**src/rtl/hostaddr_table.sv**
```systemverilog
// Host address table: indexed storage with per-entry valid bits, direct read and linear key search.
// Latency: direct read 1 cycle; search hit at index k done k+2 cycles after accept, miss DEPTH+1.
// Backpressure: srch_busy high while a search runs; srch_req is ignored (not queued) until IDLE.

`ifndef HOST_ADDR_WIDTH
`define HOST_ADDR_WIDTH 2
`endif
`ifndef VALUE_DATA_WIDTH
`define VALUE_DATA_WIDTH 72
`endif
`ifndef VALUE_SIZE
`define VALUE_SIZE 8
`endif

module hostaddr_table #(
   parameter int ADDR_WIDTH = `HOST_ADDR_WIDTH,
   parameter int DATA_WIDTH = `VALUE_DATA_WIDTH + `VALUE_SIZE
) (
   input  logic                  clk,
   input  logic                  rst_n,
   input  logic                  wr_en,
   input  logic [ADDR_WIDTH-1:0] wr_addr,
   input  logic [DATA_WIDTH-1:0] wr_data,
   input  logic                  inv_en,
   input  logic                  clr_all,
   input  logic [ADDR_WIDTH-1:0] rd_addr,
   output logic [DATA_WIDTH-1:0] rd_data,
   output logic                  rd_valid,
   input  logic                  srch_req,
   input  logic [DATA_WIDTH-1:0] srch_key,
   output logic                  srch_busy,
   output logic                  srch_done,
   output logic                  srch_hit,
   output logic [ADDR_WIDTH-1:0] srch_idx
);

   localparam int DEPTH = 1 << ADDR_WIDTH;
   localparam logic [ADDR_WIDTH-1:0] LAST_IDX = '1;

   localparam logic [1:0] ST_IDLE = 2'd0;
   localparam logic [1:0] ST_SCAN = 2'd1;
   localparam logic [1:0] ST_DONE = 2'd2;

   logic [DATA_WIDTH-1:0] mem [DEPTH];
   logic [DEPTH-1:0]      vld;
   logic [ADDR_WIDTH-1:0] rd_addr_q;
   logic [ADDR_WIDTH-1:0] scan_idx;
   logic [DATA_WIDTH-1:0] key_q;
   logic [1:0]            state;
   logic                  hit_q;
   logic [ADDR_WIDTH-1:0] idx_q;
   logic                  match;

   // Entry data: plain storage, never reset; clr_all does not block the data write.
   always_ff @(posedge clk) begin
      if (wr_en) mem[wr_addr] <= wr_data;
   end

   // Valid bits: clr_all beats write, write beats invalidate.
   always_ff @(posedge clk) begin
      if (!rst_n)       vld <= '0;
      else if (clr_all) vld <= '0;
      else if (wr_en)   vld[wr_addr] <= 1'b1;
      else if (inv_en)  vld[wr_addr] <= 1'b0;
   end

   // Read index register; data/valid are looked up combinationally behind it.
   always_ff @(posedge clk) begin
      if (!rst_n) rd_addr_q <= '0;
      else        rd_addr_q <= rd_addr;
   end

   assign rd_data  = mem[rd_addr_q];
   assign rd_valid = vld[rd_addr_q];

   // Compare against the array as it stands this cycle, so in-flight writes are seen.
   assign match = vld[scan_idx] && (mem[scan_idx] == key_q);

   // Search key capture on acceptance only.
   always_ff @(posedge clk) begin
      if (state == ST_IDLE && srch_req) key_q <= srch_key;
   end

   // Search FSM: one entry per cycle from index 0, stop at first hit, abort on clr_all.
   always_ff @(posedge clk) begin
      if (!rst_n) begin
         state    <= ST_IDLE;
         scan_idx <= '0;
         hit_q    <= 1'b0;
         idx_q    <= '0;
      end else begin
         case (state)
            ST_IDLE: begin
               if (srch_req) begin
                  scan_idx <= '0;
                  hit_q    <= 1'b0;
                  state    <= ST_SCAN;
               end
            end
            ST_SCAN: begin
               if (clr_all) begin
                  hit_q <= 1'b0;
                  idx_q <= '0;
                  state <= ST_DONE;
               end else if (match) begin
                  hit_q <= 1'b1;
                  idx_q <= scan_idx;
                  state <= ST_DONE;
               end else if (scan_idx == LAST_IDX) begin
                  hit_q <= 1'b0;
                  state <= ST_DONE;
               end else begin
                  scan_idx <= scan_idx + 1'b1;
               end
            end
            ST_DONE: state <= ST_IDLE;
            default: state <= ST_IDLE;
         endcase
      end
   end

   assign srch_busy = (state == ST_SCAN) || (state == ST_DONE);
   assign srch_done = (state == ST_DONE);
   assign srch_hit  = hit_q;
   assign srch_idx  = idx_q;

endmodule

```
**config.mk**
```make
export PLATFORM = sky130hd
export DESIGN_NAME = hostaddr_table
export DESIGN_NICKNAME = d
export VERILOG_FILES = /design/src/rtl/hostaddr_table.sv
export SDC_FILE = /design/constraint.sdc
export NUM_CORES = 1
export LEC_CHECK = 0
export CELL_PAD_IN_SITES_DETAIL_PLACEMENT = 2
export CELL_PAD_IN_SITES_GLOBAL_PLACEMENT = 2
export CORE_MARGIN = 1.5
export CORE_UTILIZATION = 40
export DETAILED_ROUTE_END_ITERATION = 12
export PLACE_DENSITY = 0.84
export SLEW_MARGIN = 20
export SYNTH_ARGS = -nofsm -noshare
export SYNTH_HDL_FRONTEND = slang
export SYNTH_SLANG_ARGS = --single-unit
```
**constraint.sdc**
```tcl
create_clock -name clk -period 15.2 [get_ports clk]
set_input_delay 3.04 -clock clk [delete_from_list [all_inputs] [get_ports clk]]
set_output_delay 3.04 -clock clk [all_outputs]
set_load 0.05 [all_outputs]
```
==> reports/metrics.yaml, run 1 <==
run_status:
  status: "finished clean"
clocking:
  cts_sinks: 415
  hold_buffers: 0
  htree_levels: 2
  postCtsSetupBuffers: 0
  root_buffer: "clkbuf_16"
  cts_buffers: 46
  cts.path.max_buffers: 3
  cts_tree: "done"
  ctsResizeCount: 0
  clk_pin_slew_ns: 0.06
  clkLatencyLatePin_ns: 0.58
floorplanning:
  io_pins: 256
  die_area_um2: 46850
  initial_core_util_pct: 40.33
  core-area_um2: 45190
  die_x_um: 216.4
  die_h_um: 216.4
  rows: 78
yosys:
  synth_largest_area_cell: "edfxtp_1"
  synth_edf_count: 400
  netlist_top_cells_area: "edfxtp_1, mux4_2, mux2i_1, xnor2_1, dfxtp_1"
  syn_inst: 937
  synth_top_flop_cell: "edfxtp_1"
  ys_types: 66
  async_flop_share_pct: 0
  netlist_area_um2: 18220
  synth_top_area_share_pct: 65.91
  synth_seq_cells: 415
  ys_seq_area_share_pct: 67.56
  yosys_warnings: 0
  syn_avg_cell_area_um2: 19.45
  syn-num-nets: 1112
global_route:
  grt_usage_pct: 23.06
  grt_pass1_vias: 11620
  antenna_found_initial: 6
  grt_first_pass_wirelength_um: 78800
  grt_overflow: 0
  grt_max_degree: 51
detailed_routing:
  wl_met1_um: 22240
  top_layer_used: "met5"
  ant_nets: 0
  wl_met2_um: 27830
  vias: 10410
  wl_met3_um: 2555
  drcViolationCount: 0
  routed_via_density: 5.634
  drtPass1Iterations: 5
  wl_per_cell_um: 28.97
  wirelength_um: 53510
  drtIter0Drc: 619
power_and_ir_drop:
  power.density_nw_per_um2: 131.9
  p_leak_nw: 7.133
  p_total_w: 0.003015
  ir_drop_v: 0.0001581
cells_and_area:
  drive_above_1_share_pct: 19.60
  fin_nets: 1385
  seqCellArea_um2: 12330
  multi_input_area_um2: 5590
  area_delta_synth_final_pct: 25.41
  layout_common_cells: "edfxtp_1, clkdlybuf4s50_1, mux4_2"
  fin_area_um2: 22850
  num-fill-cells: 4011
  layout_commonest_cell: "edfxtp_1"
run:
  cap_violations: 0
setup_path:
  start_kind: "register"
  crit_arrival_ns: 3.55
  startpoint: "rd_addr_q[1]"
  required_ns: 12.16
  cp-end-kind: "primary output"
  rrSetupSlack_ns: 10.22
  r2r_cells: 9
  worstSetupEndpoint: "rd_valid"
  crit_path_max_fanout: 50
  critPathKind: "register to primary output"
timing:
  worst_hold_slack_ns: 0.5083
  hold_viol: 0
  slew-limit-headroom_pct: 40.02
  min_period_ns: 6.586
  final.period_utilization_pct: 43.33
  rsz0062_at_grt: "false"
  slew_viol_final: 0
  setup-violations-final: 0
  final.setup.tns_ns: 0
  fmax_mhz: 151.8
  fin_skew_ns: 0.02205
  tightest_slew_ns: 0.8997
placed_design:
  hpwlAfterDp_um: 36440
  io_buffers: 255
  post_dp_cell_area_um2: 21400
  gp_congestion: 0.7487
worst_hold_path:
  hp-class: "register to register"
where the power goes:
group	switching, W	total [W]	internal (W)
logic	0.000294	0.000496	0.000202
clock network	0.000451	0.00109	0.000636
registers	0.0000630	0.00143	0.00137
registers in the layout (all words and copies together), names as in the netlist, named ones only:
name and count:
key_q 80, mem 320, rd_addr_q 2, scan_idx 2, srch_hit 1, srch_idx 2
state 2
cell type report:
| class | instances | share of cell area, % |
|---|---|---|
| Clock inverter | 21 | 0.7884 |
| Multi-Input combinational cell | 460 | 24.46 |
| Inverter | 17 | 0.2792 |
| Timing Repair Buffer | 270 | 11.66 |
| Clock buffer | 62 | 5.568 |
| Antenna cell | 2 | 0.02190 |
| Tap cell | 600 | 3.285 |
| Sequential cell | 415 | 53.94 |
stage by stage:
step | worst slack, ns | instances | util [%]
finish | 8.614 | 1847 | 50.58
detailed placement | 9.223 | 1762 | 47.35
global placement | 9.250 | 1762 | 47.35
floorplan | 5.619 | 937 | -
CTS | 8.585 | 1845 | 50.57
global route | 8.529 | 1845 | 50.57
synthesized netlist by cell type (all sizes together), types with 3 or more instances:
library cell / instances
clkbuf: 6
o2111ai: 3
nor4: 8
nand3: 18
a21oi: 12
o2bb2ai: 5
a221oi: 5
nor3: 11
o21ai: 5
nor2: 14
mux2i: 57
a2111oi: 3
o311ai: 3
nor2b: 5
a22oi: 3
dfxtp: 15
ha: 5
and2: 5
nand2: 17
or3b: 5
xnor2: 39
mux4: 135
inv: 17
edfxtp: 400
and3: 4
nand4: 11
xor2: 17
or2: 6
nand2b: 9
o22ai: 8
buf: 39
mux2: 13
routing by layer:
layer  track usage, %  up-vias
li1                 -     4490
met1            30.27     5549
met2            40.15      298
met3            4.351       61
met4            4.606        8
met5                0        -
critical path, stage by stage, from the launching register on:
cell and delay (ns):
dfxtp_4 0.69, buf_4 0.75, mux4_2 0.63, clkdlybuf4s50_1 0.73
cell families after synthesis:
family                     after synthesis  share of synthesized area [%]
buffers and inverters                   62                          1.916
xor gates and xnor gates                56                          2.691
adders and majority gates                5                         0.3433
muxes                                  205                          20.66
AOI/OAI and AO/OA                       69                          2.939
DFF                                    415                          67.56
and+or+nand+nor                        125                          3.893
worst min-delay path by stage:
stage,from,endpoint,slack (ns),cells past startpoint
5_1_grt,state[0],state[0],0.55,2
3_5_place_dp,srch_idx[0],srch_idx[0],0.50,2
6_report,srch_idx[0],srch_idx[0],0.51,2
2_1_floorplan,state[0],state[0],0.46,2
3_3_place_gp,state[0],state[0],0.47,2
4_1_cts,srch_idx[0],srch_idx[0],0.52,2
No activity file was read; power rests on OpenSTA's default activity.
==> inputs of run 2 (changes only) <==
- CORE_UTILIZATION: 40 -> 37
- PLACE_DENSITY: 0.84 -> 0.82
- clock period: 15.2 -> 5.92 ns (I/O delays scaled with it)
==> run 2 against run 1 <==
  * Worst hold slack worse by 0.022 ns
  * Die area is 8.0% higher
  * Total power grew to 2.6 times the previous value
  * Routed wire length is 0.15% lower
  * Via count is 0.84% lower
  * Global-route usage is 1.6 points lower
  * Design area is 1.3% higher
  * Largest cell class unchanged
  * Highest routed layer unchanged
==> reports/metrics.yaml, run 2 (synthesized netlist as in run 1, its figures left out) <==
cells_and_area:
  top_register: "mem"
  layout_common_cells: "edfxtp_1, clkdlybuf4s50_1, mux4_2"
  reg_top3: "mem x320, key_q x80"
  fin_nets: 1386
  layout.cells.non_filler: 1916
  area_delta_synth_final_pct: 27.06
  layout_commonest_cell: "edfxtp_1"
  largest_reg_flops: 320
  drive_above_1_share_pct: 19.79
clocking:
  clk_pin_slew_ns: 0.06
  postCtsSetupBuffers: 0
  root_buffer: "clkbuf_16"
  ctsResizeCount: 0
  htree_levels: 2
  cts_buffers: 47
  cts.path.max_buffers: 3
  clkLatencyLatePin_ns: 0.57
  cts_sinks: 415
  hold_buffers: 0
  cts_tree: "done"
detailed_routing:
  routed_via_density: 5.386
  ant_nets: 0
  drtPass1Iterations: 4
  drcViolationCount: 0
  drtIter0Drc: 608
  wirelength_um: 53430
  wl_per_cell_um: 27.88
  vias: 10320
floorplanning:
  initial_core_util_pct: 37.38
  die_x_um: 224.9
  die_h_um: 224.9
  io_pins: 256
  die_area_um2: 50590
  core-area_um2: 48750
  rows: 81
timing:
  slew-limit-headroom_pct: 35.12
  setup-violations-final: 0
  min_period_ns: 4.567
  slew_viol_final: 0
  tightest_slew_ns: 0.9733
  final.setup.tns_ns: 0
  fin_skew_ns: 0.01687
  fmax_mhz: 218.9
  rsz0062_at_grt: "false"
  hold_viol: 0
  final.period_utilization_pct: 77.15
setup_path:
  start_kind: "register"
  cpPeakStageDelay_ns: 0.88
  crit_family: "simple AND/OR/NAND/NOR gates"
  crit_arrival_ns: 5.01
  crit_path_max_fanout: 59
  crit_buf_inv: 1
  required_ns: 6.37
  cp-end-kind: "register"
  cp_cell_sequence: "buf_12, and2b_1, a22oi_1, or4b_1, or4_1, nor4_1, and4_1, and4b_4, or3b_1"
  slowest_stage: "dfxtp_4"
  critPathKind: "register to register"
power_and_ir_drop:
  ir_drop_v: 0.0002558
  power.density_nw_per_um2: 343.6
  p_leak_nw: 7.209
  p_total_w: 0.007957
global_route:
  antenna_found_initial: 11
  grt_first_pass_wirelength_um: 78310
  grt_usage_pct: 21.44
  grt_max_degree: 67
  grt_overflow: 0
  grt_pass1_vias: 11670
worst_hold_path:
  min_from: "state[0]"
  hp-class: "register to register"
run:
  cap_violations: 0
placed_design:
  io_buffers: 255
  gp_congestion: 0.7832
  hpwlAfterDp_um: 35820
  numPlacedInstances: 1825
run_status:
  status: "finished clean"
[run 2: cell types whose count changed in the layout (fill, tap and decap cells not counted), sizes merged]
| cell | change |
|---|---|
| bufinv | +4 |
| clkinv | +2 |
| inv | +1 |
| clkbuf | -5 |
| diode | +2 |
| clkinvlp | +1 |
[run 2: worst reg2reg max path, stage by stage (launching register included)]
cell	delay, ns
dfxtp_4	0.88
buf_12	0.51
and2b_1	0.27
a22oi_1	0.18
or4b_1	0.44
or4_1	0.59
nor4_1	0.46
and4_1	0.50
and4b_4	0.27
or3b_1	0.35
[run 2: stage by stage]
step | hold WS (ns) | utilization [%] | cell area, µm² | setup WS, ns
floorplan | 0.4553 | - | 18230 | 0.7642
global placement | 0.4705 | 44.21 | 21550 | 1.442
detailed placement | 0.4882 | 44.21 | 21550 | 1.370
CTS | 0.4962 | 47.46 | 23130 | 1.343
global route | 0.5319 | 47.49 | 23150 | 1.035
finish | 0.4868 | 47.50 | 23150 | 1.353
[run 2: worst paths after layout]
path,slack [ns],cells after the start,to
min,0.49,2,state[0]
max,1.35,9,scan_idx[1]
min reg2reg,0.49,2,state[0]
max reg2reg,1.35,9,scan_idx[1]
[run 2: layout make-up]
cell class / count / area, µm²
sequential: 415 / 12330
antenna: 4 / 10.01
inverter: 17 / 63.81
clock buffer: 57 / 1256
tap: 664 / 830.8
fill: 4379 / 25590
timing repair buffer: 270 / 2744
clock inverter: 29 / 326.6
multi-input combinational: 460 / 5597
[run 2: per-layer routing]
metal	part of all wire [%]	GRT usage (%)
met1	41	27.10
met2	50	36.35
met3	6.1	5.124
met4	2.6	6.993
met5	0.17	0
[run 2: power breakdown]
part	switching (W)	total (W)	internal, W	leakage [nW]
sequential	0.000195	0.00371	0.00352	3.82
clock	0.00118	0.00300	0.00182	0.767
combinational	0.000724	0.00125	0.000525	2.62
total	0.00210	0.00796	0.00585	7.21
==> inputs of run 3 (changes only) <==
- clock period: 5.92 -> 4.2 ns (I/O delays scaled with it)
==> run 3 against run 2 <==
  * Total power is 41% higher
  * Critical path depth stayed put
  * First-iteration DRC count is 8.6% lower
  * Combinational power is 46% higher
  * Sequential cell count stayed put
  * Sequential power is 40% higher
  * Global-route usage is 0.76 points higher
==> reports/metrics.yaml, run 3 (synthesized netlist as in run 1, its figures left out) <==
timing:
  final.setup.tns_ns: 0
  setup-violations-final: 0
  min_period_ns: 4.001
  fmax_mhz: 249.9
  slew_viol_final: 0
  slew-limit-headroom_pct: 48.16
  hold_viol: 0
  worst_hold_slack_ns: 0.4931
  final.period_utilization_pct: 95.27
  rsz0062_at_grt: "false"
  fin_ws_ns: 0.1988
  tightest_slew_ns: 0.7580
  fin_skew_ns: 0.01475
detailed_routing:
  wl_met1_um: 22890
  wl_met3_um: 3621
  drtPass1Iterations: 5
  drtIter0Drc: 556
  ant_nets: 0
  routed_via_density: 5.474
  vias: 10570
  top_layer_used: "met5"
  drcViolationCount: 0
  wl_met2_um: 27690
  wirelength_um: 55610
  wl_per_cell_um: 28.80
floorplanning:
  initial_core_util_pct: 37.38
  rows: 81
  die_x_um: 224.9
  core-area_um2: 48750
  io_pins: 256
  die_h_um: 224.9
  die_area_um2: 50590
clocking:
  cts_buffers: 47
  htree_levels: 2
  cts_sinks: 415
  clkLatencyLatePin_ns: 0.58
  root_buffer: "clkbuf_16"
  ctsResizeCount: 0
  clk_pin_slew_ns: 0.06
  cts.path.max_buffers: 3
  postCtsSetupBuffers: 0
  hold_buffers: 0
  cts_tree: "done"
worst_hold_path:
  min_from: "state[0]"
  hold_depth: 2
  hp-class: "register to register"
  min_to: "state[0]"
run:
  cap_violations: 0
cells_and_area:
  area_delta_synth_final_pct: 27.80
  top_register: "mem"
  layout.cells.non_filler: 1931
  multi_input_area_um2: 5597
  layout_commonest_cell: "edfxtp_1"
  num-fill-cells: 4394
  largest_reg_flops: 320
  reg_top3: "mem x320, key_q x80"
  seqCellArea_um2: 12330
  fin_nets: 1401
  drive_above_1_share_pct: 20.67
  layout_common_cells: "edfxtp_1, clkdlybuf4s50_1, mux4_2"
  fin_area_um2: 23290
global_route:
  grt_max_degree: 81
  grt_pass1_vias: 11770
  grt_overflow: 0
  grt_first_pass_wirelength_um: 80920
  grt_usage_pct: 22.20
  antenna_found_initial: 14
placed_design:
  io_buffers: 255
  gp_congestion: 0.7769
  pre_cts_ws_ns: 0.1487
  post_dp_cell_area_um2: 21730
  hpwlAfterDp_um: 38350
  numPlacedInstances: 1841
power_and_ir_drop:
  p_leak_nw: 7.297
  power.density_nw_per_um2: 480.8
  ir_drop_v: 0.0005468
setup_path:
  rrSetupSlack_ns: 0.20
  r2r_cells: 9
  slowest_stage: "dfxtp_4"
  cpPeakStageDelay_ns: 0.62
  cp-end-kind: "register"
  critPathKind: "register to register"
  cp_cell_sequence: "buf_12, mux4_2, xor2_1, nor4_1, nand4_1, nor4_1, and4_1, and4b_4, or3b_1"
  required_ns: 4.65
  start_kind: "register"
  crit_buf_inv: 1
  crit_path_max_fanout: 36
  cp_common_cell: "nor4_1"
  crit_family: "simple AND/OR/NAND/NOR gates"
  crit_arrival_ns: 4.45
run_status:
  status: "finished clean"
## run 3: cell types whose count changed in the layout (fill, tap and decap cells not counted), sizes merged
cell / delta
buf: +15
clkinv: +5
clkbuf: -1
inv: -2
bufinv: -1
clkinvlp: -1
## run 3: final cells by class
type | instances | area share, %
Antenna cell | 4 | 0.04298
Clock buffer | 56 | 5.378
Clock inverter | 30 | 1.262
Inverter | 17 | 0.2740
Multi-Input combinational cell | 460 | 24.03
Sequential cell | 415 | 52.93
Tap cell | 664 | 3.567
Timing Repair Buffer | 285 | 12.52
## run 3: worst max-delay path by stage
stage                        endpoint  slack, ns  cells after the start  startpoint
after floorplan              register       0.48                      4    srch_req
after global placement    scan_idx[1]       0.20                      9    register
after detailed placement     register       0.15                      9    register
after CTS                    register       0.15                      9    register
after global routing      scan_idx[1]      0.003                      9    register
final                        register       0.20                      9    register
## run 3: worst min-delay path, delay by kind of cell, from the launching register on
| kind | cells | cell delay [ns] |
|---|---|---|
| multiplexers | 1 | 0.06 |
| flip-flops | 1 | 0.33 |
| AND/OR/NAND/NOR | 1 | 0.06 |
## run 3: where the power goes
group	internal [W]	total, W	switching (W)
logic	0.000765	0.00183	0.00107
clock network	0.00249	0.00416	0.00167
registers	0.00495	0.00521	0.000257
## run 3: layer usage
layer  up-vias  global-route usage, %
li1       4527                      -
met1      5615                  28.34
met2       314                  36.91
met3        97                  6.402
met4        18                  6.278
met5         -                      0
## run 3: per-stage QoR
step,total power [W],util [%]
CTS,0.01134,47.76
detailed placement,0.007137,44.58
floorplan,0.006312,-
finish,0.01120,47.78
global placement,0.007048,44.58
global route,0.01160,47.77
